<file path="src/rtl/rx_axis_pkg.sv">
// Shared types and helpers for the receive-side AXI4-Stream reader.
// Word count and byte-enable helpers are sized for 256-bit words and 14-bit lengths.
package rx_axis_pkg;

  typedef enum logic [1:0] {
    IDLE     = 2'd0,
    LEN_WAIT = 2'd1,
    STREAM   = 2'd2
  } state_t;

  localparam int WORD_BYTES = 32;

  function automatic logic [9:0] len2words(input logic [13:0] len);
    logic [14:0] sum;
    sum = {1'b0, len} + 15'd31;
    return sum[14:5];
  endfunction

  // n in 1..32; n==32 gives all ones
  function automatic logic [31:0] bytes2keep(input logic [5:0] n);
    logic [32:0] one_hot;
    one_hot = 33'd1 << n;
    return 32'(one_hot - 33'd1);
  endfunction

endpackage

</file>
<file path="src/rtl/axis_skid2.sv">
// Two-entry first-word-fall-through buffer with occupancy output.
// The head entry only changes when it is popped, so read data holds while stalled.
module axis_skid2 #(
  parameter int W = 256
) (
  input  logic         clk,
  input  logic         reset,
  input  logic         wr_en,
  input  logic [W-1:0] wr_data,
  input  logic         rd_en,
  output logic [W-1:0] rd_data,
  output logic [1:0]   occ,
  output logic         valid
);

  logic [W-1:0] head;
  logic [W-1:0] tail;
  logic         pop;

  assign pop     = rd_en && (occ != 2'd0);
  assign rd_data = head;
  assign valid   = (occ != 2'd0);

  always_ff @(posedge clk) begin
    if (reset) begin
      head <= '0;
      tail <= '0;
      occ  <= 2'd0;
    end else begin
      case ({wr_en, pop})
        2'b10: begin
          if (occ == 2'd0) head <= wr_data;
          else             tail <= wr_data;
          occ <= occ + 2'd1;
        end
        2'b01: begin
          head <= tail;
          occ  <= occ - 2'd1;
        end
        2'b11: begin
          // occupancy unchanged; the new word lands behind whatever remains
          if (occ == 2'd1) begin
            head <= wr_data;
          end else begin
            head <= tail;
            tail <= wr_data;
          end
        end
        default: ;
      endcase
    end
  end

endmodule

</file>
<file path="src/rtl/rx_axis_reader.sv">
// Drains the receive data/length FIFOs and presents each packet as an AXI4-Stream master.
// tkeep/tlast come from the stored byte length; a 2-entry buffer hides the FIFO read latency.
module rx_axis_reader
  import rx_axis_pkg::*;
#(
  parameter int WIDTH = 256,
  parameter int KEEPW = 32,
  parameter int PTR   = 10,
  parameter int LENW  = 14
) (
  input  logic             clk,
  input  logic             reset,
  output logic             dfifo_rden,
  input  logic [WIDTH-1:0] dfifo_dataout,
  input  logic             dfifo_rdempty,
  input  logic [PTR:0]     dfifo_rdusedw,
  output logic             lfifo_rden,
  input  logic [LENW-1:0]  lfifo_dataout,
  input  logic             lfifo_rdempty,
  output logic [WIDTH-1:0] m_axis_tdata,
  output logic [KEEPW-1:0] m_axis_tkeep,
  output logic             m_axis_tlast,
  output logic             m_axis_tvalid,
  input  logic             m_axis_tready,
  output logic [31:0]      pkt_cnt,
  output logic             err_zero_len,
  output logic             dbg
);

  state_t           state;
  state_t           state_nxt;
  logic [9:0]       rd_left;
  logic [9:0]       out_left;
  logic [5:0]       last_bytes;
  logic             inflight;
  logic [1:0]       occ;
  logic             head_valid;
  logic [WIDTH-1:0] head_data;
  logic             pop;
  logic             is_last;
  logic             len_zero;
  logic [2:0]       fill;
  logic             unused_rdusedw;

  assign unused_rdusedw = ^dfifo_rdusedw;

  assign pop      = head_valid && m_axis_tready;
  assign is_last  = (out_left == 10'd1);
  assign len_zero = (lfifo_dataout == '0);
  // buffer slots committed after this cycle's pop
  assign fill     = 3'(occ) + {2'b00, inflight} - {2'b00, pop};

  always_ff @(posedge clk) begin
    if (reset) state <= IDLE;
    else       state <= state_nxt;
  end

  always_comb begin
    state_nxt = state;
    case (state)
      IDLE:     if (!lfifo_rdempty) state_nxt = LEN_WAIT;
      LEN_WAIT: state_nxt = len_zero ? IDLE : STREAM;
      STREAM:   if (pop && is_last) state_nxt = IDLE;
      default:  state_nxt = IDLE;
    endcase
  end

  always_comb begin
    lfifo_rden   = 1'b0;
    dfifo_rden   = 1'b0;
    err_zero_len = 1'b0;
    dbg          = 1'b0;
    if (!reset) begin
      lfifo_rden   = (state == IDLE) && !lfifo_rdempty;
      dfifo_rden   = (state == STREAM) && !dfifo_rdempty &&
                     (rd_left != 10'd0) && (fill < 3'd2);
      err_zero_len = (state == LEN_WAIT) && len_zero;
      dbg          = (state != IDLE);
    end
  end

  always_ff @(posedge clk) begin
    if (reset) begin
      rd_left    <= 10'd0;
      out_left   <= 10'd0;
      last_bytes <= 6'd0;
      inflight   <= 1'b0;
      pkt_cnt    <= 32'd0;
    end else begin
      inflight <= dfifo_rden;
      if (state == LEN_WAIT && !len_zero) begin
        rd_left    <= len2words(lfifo_dataout);
        out_left   <= len2words(lfifo_dataout);
        last_bytes <= (lfifo_dataout[4:0] == 5'd0) ? 6'(WORD_BYTES)
                                                   : {1'b0, lfifo_dataout[4:0]};
      end else begin
        if (dfifo_rden) rd_left  <= rd_left - 10'd1;
        if (pop)        out_left <= out_left - 10'd1;
      end
      if (pop && is_last) pkt_cnt <= pkt_cnt + 32'd1;
    end
  end

  axis_skid2 #(.W(WIDTH)) u_buf (
    .clk     (clk),
    .reset   (reset),
    .wr_en   (inflight),
    .wr_data (dfifo_dataout),
    .rd_en   (pop),
    .rd_data (head_data),
    .occ     (occ),
    .valid   (head_valid)
  );

  assign m_axis_tvalid = head_valid;
  assign m_axis_tdata  = head_data;
  assign m_axis_tlast  = head_valid && is_last;
  assign m_axis_tkeep  = !head_valid ? '0 :
                         is_last     ? KEEPW'(bytes2keep(last_bytes)) : '1;

endmodule

</file>
<file path="config.mk">
export PLATFORM = sky130hd
export DESIGN_NAME = rx_axis_reader
export DESIGN_NICKNAME = d
export VERILOG_FILES = /design/src/rtl/rx_axis_pkg.sv /design/src/rtl/axis_skid2.sv /design/src/rtl/rx_axis_reader.sv
export SDC_FILE = /design/constraint.sdc
export NUM_CORES = 1
export LEC_CHECK = 0
export ABC_CLOCK_PERIOD_IN_PS = 4250
export BUFFER_PORTS_ARGS = -buffer_cell sky130_fd_sc_hd__clkbuf_2
export CAP_MARGIN = 30
export CORE_MARGIN = 2
export CORE_UTILIZATION = 40
export DETAILED_ROUTE_END_ITERATION = 12
export SLEW_MARGIN = 40
export SYNTH_ARGS = -nofsm -noshare
export SYNTH_HDL_FRONTEND = slang
export SYNTH_SLANG_ARGS = --single-unit
</file>
<file path="constraint.sdc">
create_clock -name clk -period 4.25 [get_ports clk]
set_input_delay 0.425 -clock clk [delete_from_list [all_inputs] [get_ports clk]]
set_output_delay 0.425 -clock clk [all_outputs]
set_load 0.02 [all_outputs]
</file>
==> impl_metrics.toml, run 1 <==
[finish]
syn2layout_area_growth_pct = 24.9
post-route-util = 0.508
final_nets = 3592
final_cell_area_um2 = 28700
layout-drive-gt1-share = 0.229

[placement]
post-place-ws_ps = 738
place_congestion = 0.906
portBuffers = 600
postPlaceCellArea_um2 = 26600
hpwl_um = 50600

[sta]
skew_ps = 20.5
timing.final.crit_period_ps = 3920
hold_viol = 0
setup_violations = 0
drv_slew = 0
slew_headroom = 0.442
tightest_slew_ps = 837
finalCritPeriodShare = 0.923
post-route-worst-setup-slack_ps = 325
fin_setup_tns_ps = 0
max_freq_mhz = 255
rsz0062_at_grt = "false"

[hold_path]
hp-start = "dfifo_dataout[10]"
min_path_cells = 3
hold_end = "u_buf.tail[10]$_SDFFE_PP0P_"
hold_path.class = "in2reg"

[cts]
cts_buffers = 60
htreeDepth = 2
insertion_delay_ps = 620
cts_max_path_buffers = 3
cts-root-buf = "clkbuf_16"
cts_sinks = 575
clkSlewWorstSetupHoldPaths_ps = 60
cts_tree = "built"

[yosys]
synthTopCellsByArea = "dfxtp_1 (50%), a221oi_1 (9.8%), nand2_1 (9.2%)"
synth-warning-count = 0
netlist.area_leader.share = 0.500
yosysTopAreaCell = "dfxtp_1"
netlist_area_um2 = 23000
ys_async_sr_fraction = 0
yosys-top-cells-count = "dfxtp_1 (575), nand2_1 (566), nor2_1 (323), a21oi_1 (306), nor3_1 (284)"
syn_nets = 3144
ys.flop_type = "dfxtp_1"
syn_avg_cell_area_um2 = 8.08
yosysMostFrequentCell = "dfxtp_1"
syn_inst = 2846
yosysSeqAreaShare = 0.500
ys_types = 56
ys_ff_latch = 575
synth_edf_count = 0

[detailed_routing]
final_antenna_net_count = 0
wirelength_um = 76800
dr.pass1.iters = 5
viasPerCell = 5.54
wire_per_inst_um = 18.7
drc_errors = 0
vias = 22700
drt-met1-wl_um = 30600
wl_met3_um = 6210
dr_wl_met2_um = 37000
drt_iter0_drc = 1514
top_layer = "met5"

[power_and_ir_drop]
p_leak_nw = 10.8
cellPowerDensity_nw_per_um2 = 689
ir_worst_vdd_mv = 0.436

[job]
maxCapViolations = 0

[global_route]
gr-total-overflow = 0
gr-usage-all-layers = 0.245
grt_pass1_wl_um = 119000
grt_pass1_vias = 21100
antenna_found_initial = 20
grt_max_degree = 210

[setup_path]
r2r-end = "u_buf.rd_data[253]$_SDFFE_PP0P_"
required_ps = 3830
worstPathMaxFanout = 18
cp_slowest_stage_delay_ps = 720
crit_slowest_cell = "dfxtp_1"
worst-r2r-cell-count = 12
crit_type = "reg2out"
path_buf_inv = 2
cp-end-kind = "primary output"
crit_arrival_ps = 3500
r2r-start = "u_buf.occ[1]$_SDFFE_PP0P_"
startpoint_type = "flip-flop"
reg2reg_slack_ps = 840
cp_top_family = "compound AO/OA/AOI/OAI gates"
path_cells = "or2_2 -> nor2_1 -> nand3_1 -> ha_2 -> inv_1 -> a31o_2 -> o311ai_0 -> a21oi_1 -> clkbuf_2"

[die]
initial_core_util = 0.406
fp.dieH_um = 244
dieArea_um2 = 59500
io_pins = 612
die_x_um = 244
core.rowCount = 87
core_area_um2 = 56600

[run_status]
status = "complete, no violations"
report_power, final:
| part | leakage [nW] | internal, W | switching, W |
|---|---|---|---|
| clock network | 0.999 | 0.00320 | 0.00213 |
| registers | 4.66 | 0.00646 | 0.000605 |
| logic | 5.18 | 0.00234 | 0.00506 |
| total | 10.8 | 0.0120 | 0.00780 |
worst max-delay path by stage:
stage	startpoint	end	slack [ps]	cells after the start
floorplan	u_buf.occ[1]$_SDFFE_PP0P_	dfifo_rden	990	12
global placement	last_bytes[4]$_SDFFE_PP0P_	m_axis_tkeep[24]	780	9
detailed placement	last_bytes[4]$_SDFFE_PP0P_	m_axis_tkeep[24]	740	9
CTS	last_bytes[4]$_SDFFE_PP0P_	m_axis_tkeep[24]	70	9
global route	last_bytes[2]$_SDFFE_PP0P_	m_axis_tkeep[24]	40	9
finish	last_bytes[2]$_SDFFE_PP0P_	m_axis_tkeep[24]	330	9
sequential cells by signal (all words and copies together) (netlist names):
name           count
u_buf.rd_data    256
state              2
u_buf.occ          2
last_bytes         6
out_left          10
inflight           1
u_buf.tail       256
pkt_cnt           32
rd_left           10
worst min-delay path: stages:
cell and delay, ps:
clkbuf_2 90, nand2_1 50, a21oi_1 50
repair_timing:
item | CTS | global route
hold buffers | 3 | 0
endpoints found under the setup margin | 0 | 8
resized for setup | 0 | 4
hold endpoints to repair | 3 | 0
setup buffers | 0 | 3
routing by layer:
layer	track usage	vias up
met5	0	-
met2	0.399	800
met1	0.308	10800
li1	-	10900
met3	0.0595	165
met4	0.105	16
through the flow:
stage               hold slack, ps  power [W]  std cells
floorplan                      436     0.0118       2846
global placement               441     0.0144       3979
global route                  20.8     0.0209       4103
finish                        40.4     0.0198       4103
detailed placement             446     0.0146       3980
CTS                          0.923     0.0199       4087
cell families (layout without fill, tap and decap cells):
logic type	count (synthesis)	after routing	synth area share
flops	575	575	0.500
compound gates	635	635	0.186
mux	3	3	0.00136
simple gates	1275	1275	0.236
buf+inv	288	778	0.0470
other cells	0	11	0
fa+ha+maj	12	12	0.00685
xor+xnor	58	58	0.0221
cell type report:
| cell class | instances | area, um2 |
|---|---|---|
| fill | 5488 | 27900 |
| sequential | 575 | 11500 |
| multi-input combinational | 1983 | 10500 |
| timing repair buffer | 649 | 3660 |
| clock buffer | 92 | 1840 |
| tap | 756 | 946 |
| clock inverter | 12 | 175 |
| inverter | 25 | 93.8 |
| antenna | 11 | 27.5 |
cells in the final DEF, fill, tap and decap left out, types with 12 or more instances in the layout:
master and n:
clkbuf_8 18, inv_1 25, nor3_1 284, nor2_1 322, xor2_1 12, nand4_1 12, a221oi_1 257, buf_12 17
nand2_1 565, nor4_1 19, a21oi_1 304, o21ai_0 21, clkbuf_2 599, clkbuf_1 12, dfxtp_1 573, buf_4 22
nand3_1 17, xnor2_1 46, clkbuf_16 62
Power figures use the tool's default switching activity.
==> run 2, diff against run 1 <==
--- a/config.mk
+++ b/config.mk
@@ -5,9 +5,10 @@
 export SDC_FILE = /design/constraint.sdc
 export NUM_CORES = 1
 export LEC_CHECK = 0
+export ABC_AREA = 1
 export ABC_CLOCK_PERIOD_IN_PS = 4250
 export BUFFER_PORTS_ARGS = -buffer_cell sky130_fd_sc_hd__clkbuf_2
-export CAP_MARGIN = 30
+export CAP_MARGIN = 20
 export CORE_MARGIN = 2
 export CORE_UTILIZATION = 40
 export DETAILED_ROUTE_END_ITERATION = 12
==> impl_metrics.toml, run 2 <==
[yosys]
syn_inst = 3665
syn_avg_cell_area_um2 = 7.19
synth_edf_count = 0
syn_nets = 3963
ys_types = 49
yosysSeqAreaShare = 0.437
ys.flop_type = "dfxtp_1"
netlist.area_leader.share = 0.437
yosysMostFrequentCell = "inv_1"
ys_ff_latch = 575
synthTopCellsByArea = "dfxtp_1 (44%), inv_1 (13%), o21ai_0 (11%)"
synth-warning-count = 0
netlist_area_um2 = 26400
yosysTopAreaCell = "dfxtp_1"
yosys-top-cells-count = "inv_1 (890), dfxtp_1 (575), o21ai_0 (567), nor2_1 (396), a21oi_1 (323)"
ys_async_sr_fraction = 0

[cts]
cts_sinks = 575
insertion_delay_ps = 610
htreeDepth = 3
cts_max_path_buffers = 3
clkSlewWorstSetupHoldPaths_ps = 60
cts-root-buf = "clkbuf_16"
cts_buffers = 66
cts_tree = "built"

[sta]
setup_violations = 0
skew_ps = 36.4
drv_slew = 0
rsz0062_at_grt = "false"
tightest_slew_ps = 804
max_freq_mhz = 273
finalCritPeriodShare = 0.861
timing.final.crit_period_ps = 3660
slew_headroom = 0.464
fin_setup_tns_ps = 0
hold_viol = 0

[global_route]
gr-usage-all-layers = 0.212
gr-total-overflow = 0
grt_pass1_vias = 22500
antenna_found_initial = 9
grt_max_degree = 167
grt_pass1_wl_um = 118000

[setup_path]
r2r-end = "rd_left[1]$_SDFFE_PP0P_"
worstPathMaxFanout = 8
cp-startpoint = "u_buf.occ[1]$_SDFFE_PP0P_"
startpoint_type = "flip-flop"
worst-r2r-cell-count = 13
crit_arrival_ps = 3240
r2r-start = "u_buf.occ[1]$_SDFFE_PP0P_"
cp-end-kind = "primary output"
critPathCapture = "dfifo_rden"
required_ps = 3830
reg2reg_slack_ps = 1100
crit_type = "reg2out"

[detailed_routing]
viasPerCell = 4.91
final_antenna_net_count = 0
drt_iter0_drc = 1555
drc_errors = 0
wire_per_inst_um = 15.1
dr.pass1.iters = 6
wirelength_um = 75900
vias = 24800

[finish]
syn2layout_area_growth_pct = 21.8
nFillCells = 6606
layout-drive-gt1-share = 0.190
seq_area_um2 = 11500
instances_no_fill = 5038
layout_commonest_cell = "inv_1"
final_cell_area_um2 = 32100
final_nets = 4423
layout_common_cells = "inv_1 (889), clkbuf_2 (600), dfxtp_1 (575)"
multi_input_area_um2 = 10400

[placement]
hpwl_um = 52300
place_congestion = 0.902
dp_cells = 4920
portBuffers = 600
postPlaceCellArea_um2 = 30000

[job]
maxCapViolations = 0

[die]
core_area_um2 = 65500
initial_core_util = 0.402
core.rowCount = 94
io_pins = 612
die_x_um = 261
fp.dieH_um = 261
dieArea_um2 = 68000

[power_and_ir_drop]
cellPowerDensity_nw_per_um2 = 518
p_leak_nw = 15.7
ir_worst_vdd_mv = 0.365

[run_status]
status = "complete, no violations"

[hold_path]
hold_path.class = "in2reg"
run 2: layout make-up:
cell class              count  share of cell area
repair buffers            645               0.112
clock buffers              97              0.0589
multi-input cells        1942               0.325
clock inverters            13             0.00561
well taps                 864              0.0337
inverters                 895               0.105
flip-flops and latches    575               0.359
diodes                      7            0.000546
run 2: how the worst min path moves through the flow:
stage                                      from                            to  cells past startpoint
after global placement    state[0]$_SDFFE_PP0P_         state[0]$_SDFFE_PP0P_                      1
after detailed placement  state[0]$_SDFFE_PP0P_         state[0]$_SDFFE_PP0P_                      1
after CTS                    dfifo_dataout[119]  u_buf.tail[119]$_SDFFE_PP0P_                      3
after floorplan           state[0]$_SDFFE_PP0P_         state[0]$_SDFFE_PP0P_                      1
after global routing          dfifo_dataout[79]   u_buf.tail[79]$_SDFFE_PP0P_                      3
final                        dfifo_dataout[116]  u_buf.tail[116]$_SDFFE_PP0P_                      3
run 2: through the flow:
step	power (W)	setup WS, ps	utilization	hold slack (ps)
CTS	0.0168	547	0.490	6.76
detailed placement	0.0113	1110	0.458	476
global route	0.0175	270	0.490	24.3
floorplan	0.00960	1340	-	441
finish	0.0166	590	0.490	44.2
global placement	0.0112	1100	0.457	460
run 2: cell families (layout without fill, tap and decap cells):
logic type | after synthesis | after routing | synth area share
AO/OA/AOI/OAI | 1166 | 1166 | 0.260
buffers and inverters | 1148 | 1650 | 0.169
AND/OR/NAND/NOR | 750 | 750 | 0.124
flip-flops | 575 | 575 | 0.437
XOR/XNOR | 14 | 14 | 0.00465
adder cells (fa/ha/maj) | 12 | 12 | 0.00598
other | 0 | 7 | 0
run 2: critical path: stages (launching register included):
cell	delay, ps
dfxtp_1	350
inv_1	110
ha_1	230
nor2_4	170
ha_1	240
or2_2	300
fa_1	480
nand2_1	60
nor3_1	280
o21ai_2	180
inv_1	80
clkbuf_2	170
run 2: per-layer routing:
layer,up-vias,wire length (um),track usage
met4,8,2310,0.0795
li1,12800,-,-
met1,11200,32700,0.263
met5,-,58,0
met2,597,35400,0.347
met3,125,5570,0.0631
run 2: power by group:
part           total, W  internal [W]  leakage (nW)  switching [W]
combinational   0.00460       0.00149          10.1        0.00311
sequential      0.00653       0.00612          4.66       0.000412
clock           0.00549       0.00317          1.00        0.00232
run 2: what timing repair did:
| item | in CTS | in global routing |
|---|---|---|
| setup buffers | 0 | 0 |
| gates resized for setup | 0 | 0 |
| endpoints found under the hold margin | 1 | 0 |
| hold buffers | 1 | 0 |
==> run 3, diff against run 2 <==
--- a/config.mk
+++ b/config.mk
@@ -6,7 +6,7 @@
 export NUM_CORES = 1
 export LEC_CHECK = 0
 export ABC_AREA = 1
-export ABC_CLOCK_PERIOD_IN_PS = 4250
+export ABC_CLOCK_PERIOD_IN_PS = 3300
 export BUFFER_PORTS_ARGS = -buffer_cell sky130_fd_sc_hd__clkbuf_2
 export CAP_MARGIN = 20
 export CORE_MARGIN = 2
@@ -15,4 +15,5 @@
 export SLEW_MARGIN = 40
 export SYNTH_ARGS = -nofsm -noshare
 export SYNTH_HDL_FRONTEND = slang
+export SYNTH_HIERARCHICAL = 1
 export SYNTH_SLANG_ARGS = --single-unit
==> constraint.sdc (replaced) <==
create_clock -name clk -period 3.3 [get_ports clk]
set_input_delay 0.33 -clock clk [delete_from_list [all_inputs] [get_ports clk]]
set_output_delay 0.33 -clock clk [all_outputs]
set_load 0.02 [all_outputs]
==> impl_metrics.toml, run 3 <==
[detailed_routing]
drc_errors = 0
final_antenna_net_count = 0
dr.pass1.iters = 6
vias = 32200
drt_iter0_drc = 2956
wire_per_inst_um = 17.5
viasPerCell = 5.23
wirelength_um = 108000

[setup_path]
cp_top_family = "adder cells"
reg2reg_slack_ps = 460
required_ps = 2970
cpMostUsedCell = "nand2_1"
startpoint_type = "flip-flop"
crit_arrival_ps = 2780
r2r-end = "rd_left[3]$_SDFFE_PP0P_"
cp-end-kind = "primary output"
crit_type = "reg2out"
crit_slowest_cell = "fa_1"
cp_slowest_stage_delay_ps = 500
path_cells = "inv_4 -> ha_4 -> inv_2 -> nand2_1 -> inv_1 -> ha_1 -> inv_1 -> nand2_1 -> fa_1 -> nand2_1 -> nor3_4 -> o21ai_4 -> inv_2 -> buf_6"
worst-r2r-cell-count = 17
path_buf_inv = 6
r2r-start = "u_buf/occ[1]$_SDFFE_PP0P_"
worstPathMaxFanout = 4

[power_and_ir_drop]
p_comb_frac = 0.123
p_sw_frac = 0.262
p_switching_w = 0.00442
internal_power_w = 0.0125
ir_worst_vdd_mv = 0.393
pwr-share-clk = 0.450
pwr-share-seq = 0.428
cellPowerDensity_nw_per_um2 = 440
p_leak_nw = 20.2
total_power_w = 0.0169

[finish]
instances_no_fill = 6161
layout_common_cells = "nand2_1 (1224), inv_1 (602), clkbuf_2 (598)"
layout-drive-gt1-share = 0.167
seq_area_um2 = 11500
final_nets = 5435
nFillCells = 7520
layout_commonest_cell = "nand2_1"
multi_input_area_um2 = 14900
final_cell_area_um2 = 38400
syn2layout_area_growth_pct = 26.4

[yosys]
synthTopCellsByArea = "dfxtp_1 (38%), nand2_1 (15%), nand3_1 (9.3%)"
ys_async_sr_fraction = 0
synth_edf_count = 0
ys.flop_type = "dfxtp_1"
yosysSeqAreaShare = 0.379
ys_ff_latch = 575
synth-warning-count = 6
yosys-top-cells-count = "nand2_1 (1230), inv_1 (606), dfxtp_1 (575), nand3_1 (563), a21oi_1 (330)"
syn_nets = 4839
yosysMostFrequentCell = "nand2_1"
yosysTopAreaCell = "dfxtp_1"
syn_inst = 4539
ys_types = 43
netlist_area_um2 = 30300
netlist.area_leader.share = 0.379
syn_avg_cell_area_um2 = 6.69

[cts]
cts_tree = "built"
htreeDepth = 3
clkSlewWorstSetupHoldPaths_ps = 50
insertion_delay_ps = 600
cts_max_path_buffers = 3
cts_buffers = 68
cts-root-buf = "clkbuf_16"
cts_sinks = 575

[placement]
postPlaceCellArea_um2 = 33900
portBuffers = 600
hpwl_um = 65600
dp_cells = 5816
place_congestion = 0.921

[sta]
drv_slew = 0
max_freq_mhz = 322
slew_headroom = 0.346
setup_violations = 0
fin_setup_tns_ps = 0
tightest_slew_ps = 981
hold_ws_ps = 39.1
timing.final.crit_period_ps = 3110
rsz0062_at_grt = "false"
skew_ps = 26.2
finalCritPeriodShare = 0.942
hold_viol = 0

[die]
fp.dieH_um = 279
core.rowCount = 100
die_x_um = 279
dieArea_um2 = 78100
core_area_um2 = 74800
initial_core_util = 0.406
io_pins = 612

[global_route]
gr-total-overflow = 0
gr-usage-all-layers = 0.263
antenna_found_initial = 7
grt_pass1_wl_um = 167000
grt_pass1_vias = 29400
grt_max_degree = 140

[job]
maxCapViolations = 0

[hold_path]
hold_end = "u_buf/tail[234]$_SDFFE_PP0P_"
hp-start = "dfifo_dataout[234]"
hold_path.class = "in2reg"
min_path_cells = 3

[run_status]
status = "complete, no violations"
## run 3: cell count changes in the layout (fill, tap and decap cells not counted), moves of 20 or more
cell	before	now
nand3_1	50	563
o21ai_0	567	50
nand4_1	29	283
dlygate4sd3_1	1	210
inv_1	889	602
nand3b_1	0	258
nand2_1	197	1224
buf_4	24	44
nor2_1	396	113
o221ai_1	256	0
## run 3: worst register-to-register path, delay by kind of cell, from the launching register on
family                     cells  cell delay [ps]
and+or+nand+nor                7              880
DFF                            1              360
buffers and inverters          6              490
adders and majority gates      3              920
AOI/OAI and AO/OA              1               90
## run 3: per-layer routing
metal | vias to the layer above | part of all wire | track usage
met5 | - | 0 | 0
met4 | 0 | 0.037 | 0.108
met3 | 194 | 0.068 | 0.0405
met2 | 1254 | 0.47 | 0.427
met1 | 14900 | 0.43 | 0.350
li1 | 15900 | - | -
## run 3: logic make-up after synthesis
group | synth area share
compound gates | 0.0678
xor+xnor | 0.00722
fa+ha+maj | 0.00602
buf+inv | 0.135
flops | 0.379
simple gates | 0.404
## run 3: cell type report
type,count,area share
diodes,9,0.000587
inverters,618,0.0607
flip-flops and latches,575,0.300
well taps,969,0.0316
clock buffers,100,0.0523
clock inverters,18,0.00594
repair buffers,891,0.161
multi-input cells,2981,0.387
## run 3: power groups by stage
stage,Sequential [W],Clock [W],Combinational [W]
after floorplan,0.00744,0,0.00110
after global placement,0.00737,0,0.00180
after detailed placement,0.00737,0,0.00181
after CTS,0.00722,0.00778,0.00205
after global routing,0.00724,0.00805,0.00228
final,0.00722,0.00759,0.00207
## run 3: what timing repair did
| item | CTS | global route |
|---|---|---|
| setup buffers | 1 | 7 |
| hold buffers | 210 | 0 |
| setup endpoints to repair | 1 | 14 |
| hold endpoints to repair | 210 | 0 |
| resized for setup | 8 | 8 |
| pin swaps | 1 | 3 |
## run 3: how the worst max path moves through the flow
stage	startpoint	to	slack, ps	cells past startpoint
2_1_floorplan	u_buf/occ[1]$_SDFFE_PP0P_	dfifo_rden	440	13
3_3_place_gp	u_buf/occ[1]$_SDFFE_PP0P_	rd_left[3]$_SDFFE_PP0P_	190	16
3_5_place_dp	u_buf/occ[1]$_SDFFE_PP0P_	rd_left[3]$_SDFFE_PP0P_	210	16
4_1_cts	u_buf/occ[1]$_SDFFE_PP0P_	dfifo_rden	2	14
5_1_grt	u_buf/occ[1]$_SDFFE_PP0P_	dfifo_rden	4	14
6_report	u_buf/occ[1]$_SDFFE_PP0P_	dfifo_rden	190	14
## run 3: through the flow
stage                     worst slack (ps)   util
after floorplan                        436      -
after global placement                 192  0.453
after detailed placement               210  0.453
after CTS                             1.82  0.511
after global routing                  3.77  0.513
final                                  192  0.513
